<file path="src/rtl/pulse_window_counter.sv">
// Synchronises a raw heartbeat pulse, gates re-triggers with a refractory
// interval and reports accepted beats per fixed window (saturating 8-bit).
module pulse_window_counter #(
  parameter int CLK_DIV    = 1000,
  parameter int WINDOW_MS  = 10000,
  parameter int REFRACT_MS = 250
) (
  input  logic       clk,
  input  logic       reset,
  input  logic       enable,
  input  logic       pulse_in,
  output logic [7:0] pulse_count,
  output logic       count_valid,
  output logic       overflow,
  output logic       window_busy
);

  localparam int PW = (CLK_DIV > 1) ? $clog2(CLK_DIV) : 1;
  localparam int MW = (WINDOW_MS > 1) ? $clog2(WINDOW_MS) : 1;
  localparam int RW = (REFRACT_MS > 0) ? $clog2(REFRACT_MS + 1) : 1;

  localparam logic [PW-1:0] PRESC_LAST = PW'(CLK_DIV - 1);
  localparam logic [MW-1:0] MS_LAST    = MW'(WINDOW_MS - 1);
  localparam logic [RW-1:0] REFR_LOAD  = RW'(REFRACT_MS);

  typedef enum logic {IDLE, RUN} main_state_t;
  typedef enum logic {READY, REFRACT} pulse_state_t;

  main_state_t  state, state_nxt;
  pulse_state_t pstate, pstate_nxt;

  logic          s1, s2, s3;
  logic          pulse_edge;
  logic [PW-1:0] presc;
  logic [MW-1:0] ms_cnt;
  logic [RW-1:0] refr_cnt, refr_nxt;
  logic [7:0]    acc, acc_next;
  logic          sat, sat_next;
  logic          run_active, stopping, tick, close, accept;

  always_ff @(posedge clk) begin
    if (reset) begin
      s1 <= 1'b0;
      s2 <= 1'b0;
      s3 <= 1'b0;
    end else begin
      s1 <= pulse_in;
      s2 <= s1;
      s3 <= s2;
    end
  end

  assign pulse_edge = s2 & ~s3;

  always_comb begin
    state_nxt = state;
    case (state)
      IDLE:    if (enable)  state_nxt = RUN;
      RUN:     if (!enable) state_nxt = IDLE;
      default: state_nxt = IDLE;
    endcase
  end

  // Dropping enable pre-empts a coincident window close.
  assign run_active = (state == RUN) && enable;
  assign stopping   = (state == RUN) && !enable;
  assign tick       = run_active && (presc == PRESC_LAST);
  assign close      = tick && (ms_cnt == MS_LAST);
  assign accept     = pulse_edge && (state == RUN) && (pstate == READY);
  assign acc_next   = (acc == 8'hFF) ? acc : acc + {7'd0, accept};
  assign sat_next   = sat | ((acc == 8'hFF) & accept);

  always_comb begin
    pstate_nxt = pstate;
    refr_nxt   = refr_cnt;
    if (stopping) begin
      pstate_nxt = READY;
      refr_nxt   = '0;
    end else begin
      case (pstate)
        READY: begin
          if (accept && (REFRACT_MS != 0)) begin
            pstate_nxt = REFRACT;
            refr_nxt   = REFR_LOAD;
          end
        end
        REFRACT: begin
          if (tick) begin
            refr_nxt = refr_cnt - 1'b1;
            if (refr_cnt == RW'(1)) pstate_nxt = READY;
          end
        end
        default: pstate_nxt = READY;
      endcase
    end
  end

  always_ff @(posedge clk) begin
    if (reset) begin
      state    <= IDLE;
      pstate   <= READY;
      refr_cnt <= '0;
    end else begin
      state    <= state_nxt;
      pstate   <= pstate_nxt;
      refr_cnt <= refr_nxt;
    end
  end

  always_ff @(posedge clk) begin
    if (reset) begin
      presc       <= '0;
      ms_cnt      <= '0;
      acc         <= '0;
      sat         <= 1'b0;
      pulse_count <= '0;
      overflow    <= 1'b0;
      count_valid <= 1'b0;
    end else if (run_active) begin
      presc <= tick ? '0 : presc + 1'b1;
      if (tick) ms_cnt <= close ? '0 : ms_cnt + 1'b1;
      if (close) begin
        pulse_count <= acc_next;
        overflow    <= sat_next;
        acc         <= '0;
        sat         <= 1'b0;
        count_valid <= 1'b1;
      end else begin
        acc         <= acc_next;
        sat         <= sat_next;
        count_valid <= 1'b0;
      end
    end else begin
      presc       <= '0;
      ms_cnt      <= '0;
      acc         <= '0;
      sat         <= 1'b0;
      count_valid <= 1'b0;
    end
  end

  assign window_busy = (state == RUN);

endmodule
</file>
<file path="config.mk">
export PLATFORM = sky130hd
export DESIGN_NAME = pulse_window_counter
export DESIGN_NICKNAME = d
export VERILOG_FILES = /design/src/rtl/pulse_window_counter.sv
export SDC_FILE = /design/constraint.sdc
export NUM_CORES = 1
export LEC_CHECK = 0
export ABC_CLOCK_PERIOD_IN_PS = 4600
export CORE_UTILIZATION = 30
export CTS_CLUSTER_DIAMETER = 150
export DETAILED_ROUTE_END_ITERATION = 12
export PLACE_DENSITY = 0.52
export SLEW_MARGIN = 20
export SYNTH_ARGS = -nofsm -noshare
export SYNTH_HDL_FRONTEND = slang
export SYNTH_SLANG_ARGS = --single-unit
</file>
<file path="constraint.sdc">
create_clock -name clk -period 4.6 [get_ports clk]
set_input_delay 0.69 -clock clk [delete_from_list [all_inputs] [get_ports clk]]
set_output_delay 0.69 -clock clk [all_outputs]
set_load 0.05 [all_outputs]
</file>
==> flow_summary.yaml <==
hold_path:
  holdPathStages: 1
  hold_class: "reg2reg"
floorplanning:
  io_pins: 15
  die_y_um: 94.8
  num_rows: 33
  die_w_um: 94.8
  dieArea_mm2: 0.00899
  start_util_pct: 31.3
  core-area_mm2: 0.00826
placed_design:
  dp_hpwl_mm: 4.19
  gp_routability_congestion: 0.754
  io_buffers: 14
  dp_cells: 407
logic_synthesis:
  syn_inst: 296
  yosysTopAreaCell: "dfxtp_1"
  synth_area_leaders: "dfxtp_1, a21oi_1, nor2_1"
  yosys.area.top_type_share_pct: 43.4
  synth.avg_cell_area_um2: 8.73
  async_reset_ff_share_pct: 0
  synth_ff_type: "dfxtp_1"
  synth_area_mm2: 0.00258
  ys_seq_area_share_pct: 43.4
  synth-seq-cells: 56
  yosys_warnings: 0
  synth_cell_types: 46
  syn_nets: 306
  synth-edff-count: 0
clock_tree:
  tritoncts: "done"
  clk_latency_ns: 0.32
  cts_resized: 0
  cts_setup_buffers: 0
  numCtsBuffers: 5
  clk_pin_slew_ns: 0.10
  cts_root_buf: "clkbuf_8"
  clock_path_buffers: 2
  cts.sinks: 56
  postCtsHoldBufs: 0
  cts_htree_levels: 2
power:
  power.share.switching_pct: 21.6
  power_leakage_uw: 0.000928
  power_frac_seq_pct: 58.4
  p_per_area_mw_per_mm2: 287
  power_frac_comb_pct: 2.7
  switchingPower_uw: 181
  pwr-share-clk_pct: 38.9
  finalPower_uw: 839
  ir_worst_vdd_mv: 0.102
  power.internal_uw: 658
setup_path:
  crit_start: "enable"
  r2r_slack_ns: 2.00
  critPathLaunchType: "input port"
  cp_data_arrival_time_ns: 3.04
  critPathKind: "in2reg"
  r2r-start: "presc[0]$_SDFF_PP0_"
  crit_path_max_fanout: 20
  worstReg2RegEnd: "acc[7]$_SDFF_PP0_"
  cp-end-kind: "flop"
  ff2ff_path_depth: 5
  critPathCapture: "acc[7]$_SDFF_PP0_"
  crit_required_ns: 4.82
sta:
  clock_skew_ns: 0.00890
  period_share_pct: 61.3
  slew_headroom_pct: 31.0
  tns_ns: 0
  clock.fmax_mhz: 355
  period_needed_ns: 2.82
  maxSlewViolCount: 0
  hold_viol: 0
  tightest_slew_ns: 1.03
  finalSetupViolCount: 0
  rsz0062_at_grt: "false"
cells_and_area:
  area_growth_pct: 13.1
  diodes: 0
  nets: 319
  drive_gt1_share_pct: 5.48
  stdcell_count: 415
routing:
  drc: 0
  firstDrtPassIters: 4
  dr_total_vias: 2238
  wl_mm: 5.99
  ant_nets: 0
  avgViaCountPerCell: 5.39
  detail_route.wl_per_cell_um: 14.4
  drt_iter0_drc: 90
grt:
  grt.total_usage_pct: 14.6
  grt.overflow.total: 0
  first_global_vias: 2092
  grt_pass1_wl_mm: 10.2
  grt_max_degree: 21
  antenna_found_initial: 0
outcome:
  run_status: "complete, no violations"
run:
  maxCapViolCount: 0
[state kept, by name, summed over array words and instances (netlist names)]
register / count
pstate: 1
s1: 1
pulse_count: 8
refr_cnt: 8
s3: 1
s2: 1
presc: 10
ms_cnt: 14
acc: 8
sat: 1
window_busy: 1
overflow: 1
count_valid: 1
[worst max-delay path: stages]
cell             delay, ns
clkdlybuf4s50_1       0.52
and4_1                0.28
nand4_1               0.43
o21ai_2               0.85
and3b_1               0.26
[through the flow]
| stage | setup WS, ns | utilization [%] | hold slack (ns) | area [µm²] |
|---|---|---|---|---|
| floorplan | 2.48 | - | 0.413 | 2580 |
| global placement | 1.50 | 34.1 | 0.425 | 2820 |
| detailed placement | 1.44 | 34.1 | 0.429 | 2820 |
| CTS | 1.79 | 35.4 | 0.452 | 2920 |
| global route | 1.57 | 35.4 | 0.461 | 2920 |
| finish | 1.78 | 35.4 | 0.447 | 2920 |
[cells in the mapped netlist, types with 7 or more instances]
| cell type | instances |
|---|---|
| or3_1 | 7 |
| and3_1 | 8 |
| nand3_1 | 18 |
| inv_1 | 9 |
| a21oi_1 | 24 |
| nor2_1 | 25 |
| o21ai_0 | 18 |
| xor2_1 | 8 |
| and4_1 | 7 |
| dfxtp_1 | 56 |
| nand2_1 | 15 |
| nand4_1 | 10 |
| or4_1 | 9 |
| o31ai_1 | 9 |
| nor3_1 | 11 |
[layout by cell type (no fill, tap or decap), types with 8 or more instances in the layout]
master / Yosys / layout
clkdlybuf4s50_1: 0 / 14
o21ai_0: 18 / 18
nor2_1: 25 / 25
nor3_1: 11 / 11
inv_1: 9 / 9
nand4_1: 10 / 10
nand2_1: 15 / 15
or4_1: 9 / 9
xor2_1: 8 / 8
and3_1: 8 / 8
nand3_1: 18 / 18
o31ai_1: 9 / 9
dfxtp_1: 56 / 56
a21oi_1: 24 / 24
[how the worst min path moves through the flow]
stage / startpoint / to
6_report: presc[0]$_SDFF_PP0_ / presc[0]$_SDFF_PP0_
5_1_grt: s1$_SDFF_PP0_ / s2$_SDFF_PP0_
4_1_cts: presc[0]$_SDFF_PP0_ / presc[0]$_SDFF_PP0_
3_5_place_dp: s1$_SDFF_PP0_ / s2$_SDFF_PP0_
3_3_place_gp: presc[0]$_SDFF_PP0_ / presc[0]$_SDFF_PP0_
2_1_floorplan: presc[0]$_SDFF_PP0_ / presc[0]$_SDFF_PP0_
[per-layer routing]
| metal | wire length, µm | vias up | global-route usage (%) |
|---|---|---|---|
| met4 | 84 | 0 | 5.81 |
| met1 | 3070 | 1046 | 19.4 |
| met3 | 177 | 8 | 2.82 |
| met2 | 2660 | 38 | 23.3 |
| li1 | - | 1146 | - |
| met5 | 0 | - | 0 |
[power groups by stage]
stage	Clock (µW)	Combinational [µW]	Sequential (µW)
floorplan	0	13.7	502
global placement	0	22.3	501
detailed placement	0	22.6	501
CTS	334	22.6	490
global route	355	24.8	491
finish	327	22.5	490
[cell families (layout without fill, tap and decap cells)]
logic type	Yosys count	count (layout)	share of synthesized area (%)
AOI/OAI and AO/OA	73	73	17.6
DFF	56	56	43.4
xor gates and xnor gates	12	12	4.07
buffers and inverters	17	31	2.86
adders and majority gates	6	6	2.91
and+or+nand+nor	132	132	29.2
[final cells by class]
class	count	area, µm²
fillers	866	5340
inverters	9	33.8
multi-input cells	223	1390
clock buffers	6	72.6
clock inverters	2	35.0
well taps	105	131
flip-flops and latches	56	1120
repair buffers	14	140
(Power assumes the default switching activity.)
